--- src/rtl/id_ex_stage.sv ---
// ID->EX pipeline register with RAW hazard detection and stall counting.
// Build option: HAZARD_FWD_EN (stall on load-use only; forwarding covers the rest).
module id_ex_stage #(
    parameter int N     = 32,
    parameter int RA_W  = 5,
    parameter int CMD_W = 4,
    parameter int CNT_W = 32
) (
    input  logic             clk,
    input  logic             rst,
    input  logic             id_valid,
    input  logic [N-1:0]     id_pc,
    input  logic [N-1:0]     reg1,
    input  logic [N-1:0]     reg2,
    input  logic [N-1:0]     id_imm,
    input  logic [RA_W-1:0]  id_src1,
    input  logic [RA_W-1:0]  id_src2,
    input  logic             id_uses_src2,
    input  logic [RA_W-1:0]  id_dest,
    input  logic [CMD_W-1:0] id_exe_cmd,
    input  logic             id_mem_r_en,
    input  logic             id_mem_w_en,
    input  logic             id_wb_en,
    input  logic             id_is_imm,
    input  logic             flush,
    input  logic [RA_W-1:0]  mem_dest,
    input  logic             mem_wb_en,
    output logic             ex_valid,
    output logic [N-1:0]     ex_pc,
    output logic [N-1:0]     ex_val1,
    output logic [N-1:0]     ex_val2,
    output logic [N-1:0]     ex_imm,
    output logic [RA_W-1:0]  ex_src1,
    output logic [RA_W-1:0]  ex_src2,
    output logic [RA_W-1:0]  ex_dest,
    output logic [CMD_W-1:0] ex_exe_cmd,
    output logic             ex_mem_r_en,
    output logic             ex_mem_w_en,
    output logic             ex_wb_en,
    output logic             ex_is_imm,
    output logic             hazard_stall,
    output logic [CNT_W-1:0] stall_cnt
);

    logic stall_cond;
    logic ex_hit;
`ifndef HAZARD_FWD_EN
    logic mem_hit;
`endif

    // R0 is never written, so a zero destination can never be a producer.
    function automatic logic hit(input logic [RA_W-1:0] src,
                                 input logic [RA_W-1:0] d,
                                 input logic            en);
        return (src == d) && en && (d != '0);
    endfunction

    always_comb begin
`ifdef HAZARD_FWD_EN
        ex_hit = hit(id_src1, ex_dest, ex_mem_r_en & ex_valid)
               | (id_uses_src2
                  & hit(id_src2, ex_dest, ex_mem_r_en & ex_valid));
        stall_cond = id_valid & ex_hit;
`else
        ex_hit = hit(id_src1, ex_dest, ex_wb_en & ex_valid)
               | (id_uses_src2
                  & hit(id_src2, ex_dest, ex_wb_en & ex_valid));
        mem_hit = hit(id_src1, mem_dest, mem_wb_en)
                | (id_uses_src2 & hit(id_src2, mem_dest, mem_wb_en));
        stall_cond = id_valid & (ex_hit | mem_hit);
`endif
        hazard_stall = stall_cond & ~flush;
    end

    always_ff @(posedge clk or negedge rst) begin
        if (!rst) begin
            ex_valid    <= 1'b0;
            ex_pc       <= '0;
            ex_val1     <= '0;
            ex_val2     <= '0;
            ex_imm      <= '0;
            ex_src1     <= '0;
            ex_src2     <= '0;
            ex_dest     <= '0;
            ex_exe_cmd  <= '0;
            ex_mem_r_en <= 1'b0;
            ex_mem_w_en <= 1'b0;
            ex_wb_en    <= 1'b0;
            ex_is_imm   <= 1'b0;
            stall_cnt   <= '0;
        end else if (flush || hazard_stall) begin
            ex_valid    <= 1'b0;
            ex_pc       <= '0;
            ex_val1     <= '0;
            ex_val2     <= '0;
            ex_imm      <= '0;
            ex_src1     <= '0;
            ex_src2     <= '0;
            ex_dest     <= '0;
            ex_exe_cmd  <= '0;
            ex_mem_r_en <= 1'b0;
            ex_mem_w_en <= 1'b0;
            ex_wb_en    <= 1'b0;
            ex_is_imm   <= 1'b0;
            if (hazard_stall && (stall_cnt != '1))
                stall_cnt <= stall_cnt + 1'b1;
        end else begin
            ex_valid    <= id_valid;
            ex_pc       <= id_pc;
            ex_val1     <= reg1;
            ex_val2     <= reg2;
            ex_imm      <= id_imm;
            ex_src1     <= id_src1;
            ex_src2     <= id_src2;
            ex_dest     <= id_dest;
            ex_exe_cmd  <= id_exe_cmd;
            ex_mem_r_en <= id_mem_r_en & id_valid;
            ex_mem_w_en <= id_mem_w_en & id_valid;
            ex_wb_en    <= id_wb_en & id_valid;
            ex_is_imm   <= id_is_imm;
        end
    end

endmodule

--- config.mk ---
export PLATFORM = sky130hd
export DESIGN_NAME = id_ex_stage
export DESIGN_NICKNAME = d
export VERILOG_FILES = /design/src/rtl/id_ex_stage.sv
export SDC_FILE = /design/constraint.sdc
export NUM_CORES = 1
export LEC_CHECK = 0
export ABC_AREA = 1
export CAP_MARGIN = 25
export CORE_AREA = 4 4 131 133
export DETAILED_ROUTE_END_ITERATION = 7
export DIE_AREA = 0 0 135 137
export DONT_BUFFER_PORTS = 1
export GPL_TIMING_DRIVEN = 1
export MAX_ROUTING_LAYER = met4
export PLACE_DENSITY = 0.7
export SLEW_MARGIN = 30
export SYNTH_ARGS = -nofsm -noshare
export SYNTH_HDL_FRONTEND = slang
export SYNTH_SLANG_ARGS = --single-unit
export TNS_END_PERCENT = 50
--- constraint.sdc ---
create_clock -name clk -period 1.8 [get_ports clk]
set_input_delay 0.27 -clock clk [delete_from_list [all_inputs] [get_ports clk]]
set_output_delay 0.27 -clock clk [all_outputs]
set_load 0.01 [all_outputs]
==> out/qor.yml, run 1 <==
status: "finished with violations"
violations: "hold timing, setup timing"
crit_fanout: 12
yosysTopAreaCell: "dfrtp_1"
grt-ovfl-total: 0
fin_cells: 1302
synth_flop_cell: "dfrtp_1"
p_int_mw: 6.65
cts_root_buffer: "clkbuf_16"
grt_max_degree: 185
syn_nets: 1023
wire_per_inst_um: 19.4
cts_max_path_buffers: 2
p_per_area_nw_per_um2: 859
port_buffers: 0
p_sw_mw: 2.49
clkPwrFrac_pct: 40.8
layout-drive-gt1-share_pct: 15.5
drt_iter0_drc: 410
comb_power_share_pct: 9.4
synth_top_family_by_area: "simple AND/OR/NAND/NOR gates"
crit_required_ns: 2.16
nNetsFinal: 1234
cts_made_buffers: 17
synth_top_area_share_pct: 61.4
postSynth.asyncResetShare_pct: 100
synth.area.top_cells: "dfrtp_1, nand2_1, nor2_1"
synthTopCellsByCount: "nand2_1, nor2_1, dfrtp_1"
vdd_drop_max_mv: 0.632
num_vias: 6426
first_pass_iters: 5
globalplace.congestion: 1.02
synth_edf_count: 0
synth_xor_area_share_pct: 3.62
start_util_pct: 47.4
skew_ns: 0.0129
clock.fmax_ghz: 0.497
ys_ff_latch: 184
wl_um: 25300
synthMuxAreaShare_pct: 0
die_w_um: 135
crit_type: "reg2reg"
die_h_um: 137
synth_cells: 860
dpl_cell_area_sq_um: 8030
avgSynthCellArea_sq_um: 8.72
post-synth-top-count-cell: "nand2_1"
synth_compound_area_share_pct: 0.0668
ys_seq_area_share_pct: 61.4
vias_per_cell: 4.94
first_global_vias: 6478
syn_to_final_growth_pct: 41.8
grt.total_usage_pct: 26.1
cts_sinks: 184
cts.htree.levels: 4
power_mw: 9.13
fin_tns_setup_ns: -17.08
start_kind: "flop"
p_sw_share_pct: 27.2
synthAdderAreaFrac_pct: 0.167
synth_cell_type_count: 23
end_kind: "flop"
final_area_sq_um: 10600
relSlewSlack_pct: 72.7
hold_class: "in2async"
grt_pass1_wl_um: 35400
worst_slack_ns: -0.213
synth_warnings: 0
clk_pin_slew_ns: 0.08
setup_viol: 182
io_pins: 347
finalHoldViolCount: 184
synth.cell_area_sq_um: 7500
cp.arrival_ns: 2.38
remaining_drc_errors: 0
rsz0062_at_grt: "true"
worst_slew_pin_slew_ns: 0.404
dp_cells: 1103
antenna_found_initial: 2
die-area_sq_um: 18500
timing.final.crit_period_ns: 2.01
slew_viol_final: 0
cts_tree: "yes"
core-area_sq_um: 15800
clock_latency_ns: 0.44
seqPwrFrac_pct: 49.8
dp_hpwl_um: 14900
ant_nets: 0
fin_crit_sh_pct: 112
whs_ns: -0.484
fp-row-count: 46
synthSimpleGateAreaFrac_pct: 23.6
p_leak_nw: 5.72
max-cap-violations: 0
## cell type report
class	count	area [sq um]
fillers	1103	5190
flip-flops and latches	184	4610
multi-input cells	475	2290
repair buffers	215	2180
inverters	178	671
clock buffers	17	425
well taps	216	270
clock inverters	15	175
diodes	2	5.00
## flip-flops by register name (all words and copies together) (netlist names), 4 cells and up
register    cells
ex_imm         32
ex_pc          32
ex_val1        32
ex_val2        32
stall_cnt      32
ex_dest         5
ex_src1         5
ex_src2         5
ex_exe_cmd      4
## metal layers
| metal | routed length, um | share of wire [%] | vias up | track usage [%] |
|---|---|---|---|---|
| met1 | 9000 | 36 | 3063 | 28.6 |
| met3 | 2310 | 9.1 | 80 | 7.35 |
| met5 | 0 | 0 | - | - |
| met2 | 12900 | 51 | 387 | 44.5 |
| li1 | - | - | 2896 | - |
| met4 | 1060 | 4.2 | 0 | 11.5 |
## per-stage QoR
stage	util, %	setup slack (ns)
after floorplan	-	0.0301
after global placement	50.7	0.0988
after detailed placement	50.7	0.0420
after CTS	64.1	-0.0794
after global routing	67.2	-0.342
final	67.2	-0.213
## power by group through the flow
stage	Sequential, mW	Clock [mW]	Combinational (mW)
3_5_place_dp	4.62	0	0.416
2_1_floorplan	4.59	0	0.287
4_1_cts	4.54	3.77	0.683
6_report	4.55	3.72	0.862
3_3_place_gp	4.62	0	0.401
5_1_grt	4.56	3.98	0.935
## worst paths after layout
path | startpoint | end | slack [ns] | cells past startpoint
setup / recovery | ex_dest[2]$_DFF_PN0_ | ex_imm[10]$_DFF_PN0_ | -0.21 | 15
hold / removal | rst | ex_pc[17]$_DFF_PN0_ | -0.48 | 0
setup reg to reg | ex_dest[2]$_DFF_PN0_ | ex_imm[10]$_DFF_PN0_ | -0.21 | 15
hold reg to reg | stall_cnt[17]$_DFFE_PN0P_ | stall_cnt[17]$_DFFE_PN0P_ | 0.58 | 2
max in group asynchronous | rst | ex_dest[4]$_DFF_PN0_ | 2.02 | 0
min in group clk | id_pc[6] | ex_pc[6]$_DFF_PN0_ | 0.01 | 2
## layout by cell type, fill, tap and decap left out
| cell type | instances |
|---|---|
| nor4b_1 | 1 |
| nor3_1 | 13 |
| clkbuf_16 | 21 |
| ha_1 | 1 |
| diode_2 | 2 |
| dlygate4sd3_1 | 149 |
| buf_16 | 2 |
| nand3_1 | 15 |
| buf_12 | 6 |
| dfrtp_1 | 181 |
| clkinv_8 | 5 |
| xnor2_1 | 12 |
| nand2_2 | 5 |
| inv_8 | 4 |
| nor2_1 | 143 |
| inv_2 | 6 |
| inv_1 | 171 |
| clkinv_4 | 3 |
| nand3_2 | 1 |
| nand3b_1 | 2 |
| o21ai_0 | 1 |
| nand2_8 | 1 |
| nand4_2 | 1 |
| buf_6 | 3 |
| xor2_1 | 19 |
| nor2_2 | 33 |
| nor4b_2 | 1 |
| inv_6 | 2 |
| clkinv_2 | 1 |
| nand2_4 | 1 |
| nor4_1 | 1 |
| buf_4 | 51 |
| nor2_4 | 16 |
| nand3_4 | 1 |
| nand4_1 | 7 |
| dfrtp_2 | 3 |
| inv_4 | 1 |
| nand2_1 | 200 |
## what timing repair did
action	4_1_cts	5_1_grt
hold buffers	148	1
setup buffers	2	8
endpoints found under the hold margin	332	185
setup endpoints to repair	1	183
gates cloned	0	7
pin swaps	4	5
resized for setup	7	86
## cells by family after synthesis
logic type	Yosys count
flops	184
xor+xnor	31
fa+ha+maj	1
simple gates	442
compound gates	1
buf+inv	201
## critical path: stages, from the launching register on
cell       delay, ns
dfrtp_2         0.46
inv_1           0.10
nand2_1         0.06
nand2_1         0.07
nor2_1          0.05
nand3_1         0.07
nand2_1         0.07
nand2_1         0.08
nand2_2         0.07
buf_4           0.14
buf_6           0.11
nand2_4         0.08
nand2_8         0.12
buf_4           0.18
clkbuf_16       0.16
nor2_1          0.13
No activity file was read; power rests on OpenSTA's default activity.
==> run 2, diff against run 1 <==
- CORE_AREA: 4 4 131 133 -> default
- CORE_ASPECT_RATIO: default -> 0.9
- CORE_MARGIN: default -> 2
- CORE_UTILIZATION: default -> 41
- DIE_AREA: 0 0 135 137 -> default
- PLACE_DENSITY: 0.7 -> 0.63
==> out/qor.yml, run 2 (synthesized netlist as in run 1, its figures left out) <==
layout_common_cells: "nand2_1, dfrtp_1, inv_1"
die_w_um: 147
rsz0062_at_grt: "true"
fillers: 1381
crit_fanout: 5
ant_nets: 0
die-area_sq_um: 19400
layout-drive-gt1-share_pct: 21.2
end_kind: "primary output"
remaining_drc_errors: 0
clock_latency_ns: 0.42
fp-row-count: 46
final_area_sq_um: 11200
final_common_cell: "nand2_1"
clk_pin_slew_ns: 0.08
status: "finished with violations"
clock.fmax_ghz: 0.530
slew_viol_final: 0
grt.total_usage_pct: 23.2
globalplace.congestion: 0.948
p_leak_nw: 5.89
cts_tree: "yes"
whs_ns: -0.469
antenna_found_initial: 2
dp_slack_ns: -0.0260
port_buffers: 0
fin_tns_setup_ns: -2.15
io_pins: 347
vias_per_cell: 4.80
max-cap-violations: 0
first_global_vias: 6191
timing.final.crit_period_ns: 1.89
violations: "hold timing, setup timing"
p_per_area_nw_per_um2: 819
vdd_drop_max_mv: 0.580
dp_hpwl_um: 14700
cts.htree.levels: 4
start_kind: "flop"
regArea_sq_um: 4610
cts_root_buffer: "clkbuf_16"
multi_input_area_sq_um: 2580
start_util_pct: 42.2
fin_crit_sh_pct: 105
wire_per_inst_um: 18.3
core-area_sq_um: 17800
grt_pass1_wl_um: 34000
num_vias: 6426
die_h_um: 132
worst_slack_ns: -0.0855
dpl_cell_area_sq_um: 8160
cp.arrival_ns: 1.62
skew_ns: 0.0139
syn_to_final_growth_pct: 49.3
finalHoldViolCount: 184
grt_max_degree: 185
ctsHoldBuffers: 146
final_util_pct: 62.9
crit_type: "reg2out"
first_pass_iters: 5
grt-ovfl-total: 0
cts_max_path_buffers: 2
drt_iter0_drc: 391
wl_um: 24500
worst_slew_pin_slew_ns: 0.375
cts_made_buffers: 17
nNetsFinal: 1249
relSlewSlack_pct: 74.8
hold_class: "in2async"
cts_sinks: 184
crit_required_ns: 1.53
setup_viol: 54
## run 2: cell count changes in the layout (fill, tap and decap cells not counted), sizes merged
| cell | before | now |
|---|---|---|
| clkbuf | 21 | 28 |
| buf | 62 | 73 |
| clkinvlp | 0 | 1 |
| dlygate4sd3 | 149 | 146 |
| inv | 184 | 186 |
| clkinv | 9 | 5 |
## run 2: final timing paths
check / slack [ns] / cells past startpoint / from / end
max: -0.09 / 9 / ex_dest[2]$_DFF_PN0_ / hazard_stall
max in group asynchronous: 1.93 / 0 / rst / stall_cnt[4]$_DFFE_PN0P_
min reg2reg: 0.60 / 3 / stall_cnt[1]$_DFFE_PN0P_ / stall_cnt[1]$_DFFE_PN0P_
min in group clk: 0.03 / 2 / id_src2[3] / ex_src2[3]$_DFF_PN0_
min: -0.47 / 0 / rst / ex_val2[13]$_DFF_PN0_
max reg2reg: -0.09 / 13 / ex_dest[2]$_DFF_PN0_ / stall_cnt[6]$_DFFE_PN0P_
## run 2: final cells by class
type / instances / share of cell area (%)
Multi-Input combinational cell: 475 / 23.0
Tap cell: 240 / 2.68
Clock buffer: 17 / 3.80
Antenna cell: 2 / 0.0447
Sequential cell: 184 / 41.2
Clock inverter: 14 / 1.38
Timing Repair Buffer: 230 / 21.9
Inverter: 178 / 5.97
## run 2: per-stage QoR
stage                     total power, mW  instances
final                                9.17       1340
after global routing                 9.51       1340
after CTS                            8.97       1317
after detailed placement             5.04       1137
after global placement               5.03       1137
after floorplan                      4.87        860
## run 2: timing repair
item,in CTS,in global routing
resized for setup,8,164
pin swaps,6,9
buffers inserted,3,8
hold endpoints to repair,330,184
gates cloned,0,13
setup endpoints to repair,89,175
## run 2: layer usage
| metal | vias up | track usage [%] | share of wire (%) |
|---|---|---|---|
| met5 | - | - | 0 |
| li1 | 2920 | - | - |
| met2 | 321 | 36.4 | 48 |
| met1 | 3122 | 28.5 | 41 |
| met3 | 63 | 6.40 | 7.3 |
| met4 | 0 | 9.33 | 3.6 |
## run 2: where the power goes
| part | total [mW] | internal [mW] | switching, mW |
|---|---|---|---|
| logic | 0.974 | 0.512 | 0.463 |
| clock network | 3.66 | 1.86 | 1.80 |
| registers | 4.54 | 4.33 | 0.210 |
## run 2: critical path, stage by stage, from the launching register on
cell and delay, ns:
dfrtp_2 0.47, nand2_1 0.08, nand2_1 0.05, nor2_1 0.11, nand3_1 0.08, nand2_1 0.07, nand2_2 0.06, nand2_4 0.09
nand3_4 0.07, inv_2 0.10
==> run 3, diff against run 2 <==
- CORE_AREA: default -> 2 2 133 135
- CORE_ASPECT_RATIO: 0.9 -> default
- CORE_MARGIN: 2 -> default
- CORE_UTILIZATION: 41 -> default
- DIE_AREA: default -> 0 0 135 137
- PLACE_DENSITY: 0.63 -> 0.67
==> out/qor.yml, run 3 (synthesized netlist as in run 1, its figures left out) <==
worstReg2RegEnd: "ex_pc[26]$_DFF_PN0_"
crit_required_ns: 2.16
globalplace.congestion: 0.948
cts_sinks: 184
grt_pass1_wl_um: 33100
worst_slew_pin_slew_ns: 0.522
fin_crit_sh_pct: 108
grt-ovfl-total: 0
hold_class: "in2async"
dp_cells: 1111
start_util_pct: 44.0
dp_hpwl_um: 14500
start_kind: "primary input"
crit_cells: 16
met3_length_um: 1870
syn_to_final_growth_pct: 40.9
cp_slowest_cell: "dlygate4sd3_1"
wire_per_inst_um: 17.9
ff2ff_path_depth: 15
end_kind: "flop"
clk_pin_slew_ns: 0.08
first_pass_iters: 5
wl_um: 23300
cts.htree.levels: 4
die_w_um: 135
num_vias: 6204
fillers: 1311
clock.fmax_ghz: 0.514
critPathTopFamily: "buffers and inverters"
cp.arrival_ns: 2.31
timing.rr.start: "ex_dest[2]$_DFF_PN0_"
violations: "hold timing, setup timing"
skew_ns: 0.0121
layout-drive-gt1-share_pct: 14.0
ctsHoldBuffers: 149
p_leak_nw: 5.70
whs_ns: -0.458
ant_nets: 0
dr.max_layer_used: "met4"
final_util_pct: 61.9
antenna_found_initial: 2
relSlewSlack_pct: 64.7
wl_met2_um: 11700
p_per_area_nw_per_um2: 865
fin_cells: 1305
wl_met1_um: 8920
fin_tns_setup_ns: -8.54
worst_slack_ns: -0.147
grt.total_usage_pct: 24.5
crit_chain: "dlygate4sd3_1 -> inv_1 -> nand2_1 -> nand2_1 -> nor2_1 -> nand3_1 -> nand2_1 -> nand2_1 -> nand2_2 -> buf_4 -> buf_6 -> nand2_4 -> nand2_8 -> buf_12 -> clkbuf_16 -> nor2_1"
finalHoldViolCount: 184
final_area_sq_um: 10600
die_h_um: 137
port_buffers: 0
drt_iter0_drc: 371
cts_made_buffers: 17
rsz0062_at_grt: "true"
dpl_cell_area_sq_um: 8060
dp_slack_ns: 0.0207
fp-row-count: 48
cts_root_buffer: "clkbuf_16"
vdd_drop_max_mv: 0.626
path_buf_inv: 6
crit_fanout: 15
slew_viol_final: 0
timing.critical_path.mode_cell: "nand2_1"
layout_common_cells: "nand2_1, dfrtp_1, inv_1"
cts_tree: "yes"
remaining_drc_errors: 0
slowest_delay_ns: 0.55
first_global_vias: 6100
power_mw: 9.14
vias_per_cell: 4.75
core-area_sq_um: 17100
timing.final.crit_period_ns: 1.95
io_pins: 347
final_common_cell: "nand2_1"
die-area_sq_um: 18500
max-cap-violations: 0
crit_type: "in2reg"
regToRegSetupSlack_ns: -0.10
setup_viol: 149
status: "finished with violations"
nNetsFinal: 1229
clock_latency_ns: 0.43
grt_max_degree: 185
cts_max_path_buffers: 2
## run 3: changes by cell type in the layout (fill, tap and decap cells not counted), sizes merged
| cell | delta |
|---|---|
| dlygate4sd3 | +3 |
| inv | -2 |
| clkinvlp | +1 |
| bufinv | +1 |
| clkbuf | -6 |
| buf | -16 |
| clkinv | -1 |
## run 3: area by class of cell
type | count | area [sq um] | share of cell area [%]
antenna | 2 | 5.00 | 0.0474
clock buffer | 18 | 439 | 4.16
clock inverter | 13 | 158 | 1.49
multi-input combinational | 475 | 2270 | 21.5
inverter | 178 | 668 | 6.32
timing repair buffer | 210 | 2140 | 20.2
tap | 225 | 282 | 2.66
sequential | 184 | 4610 | 43.6
## run 3: how the worst max path moves through the flow
stage	startpoint	endpoint	slack (ns)
floorplan	stall_cnt[0]$_DFFE_PN0P_	stall_cnt[26]$_DFFE_PN0P_	0.03
global placement	ex_dest[2]$_DFF_PN0_	ex_val2[14]$_DFF_PN0_	0.06
detailed placement	ex_dest[2]$_DFF_PN0_	ex_val2[22]$_DFF_PN0_	0.02
CTS	ex_dest[1]$_DFF_PN0_	hazard_stall	-0.08
global route	id_src2[4]	ex_pc[26]$_DFF_PN0_	-0.22
finish	id_src2[4]	ex_pc[26]$_DFF_PN0_	-0.15
## run 3: layer usage
layer,track usage [%],vias to the layer above
met3,6.44,64
met5,-,-
met2,42.1,338
li1,-,2885
met4,10.8,0
met1,27.0,2917
## run 3: timing repair
item                                    in CTS  in global routing
setup buffers                                3                  3
resized for setup                            5                 65
cloned                                       0                  6
pin swaps                                    6                  4
endpoints found under the setup margin       3                184
endpoints found under the hold margin      333                184
## run 3: worst register-to-register path, stage by stage, from the launching register on
cell	delay [ns]
dfrtp_2	0.45
inv_1	0.07
nand2_1	0.05
nand2_1	0.08
nor2_1	0.05
nand3_1	0.07
nand2_1	0.05
nand2_1	0.06
nand2_2	0.06
buf_4	0.13
buf_6	0.11
nand2_4	0.08
nand2_8	0.10
buf_12	0.17
clkbuf_16	0.18
nor2_1	0.13
## run 3: power by group
group	internal [mW]	switching (mW)	leakage [nW]
Clock	2.01	1.76	0.286
Sequential	4.33	0.213	2.41
Combinational	0.422	0.396	3.01
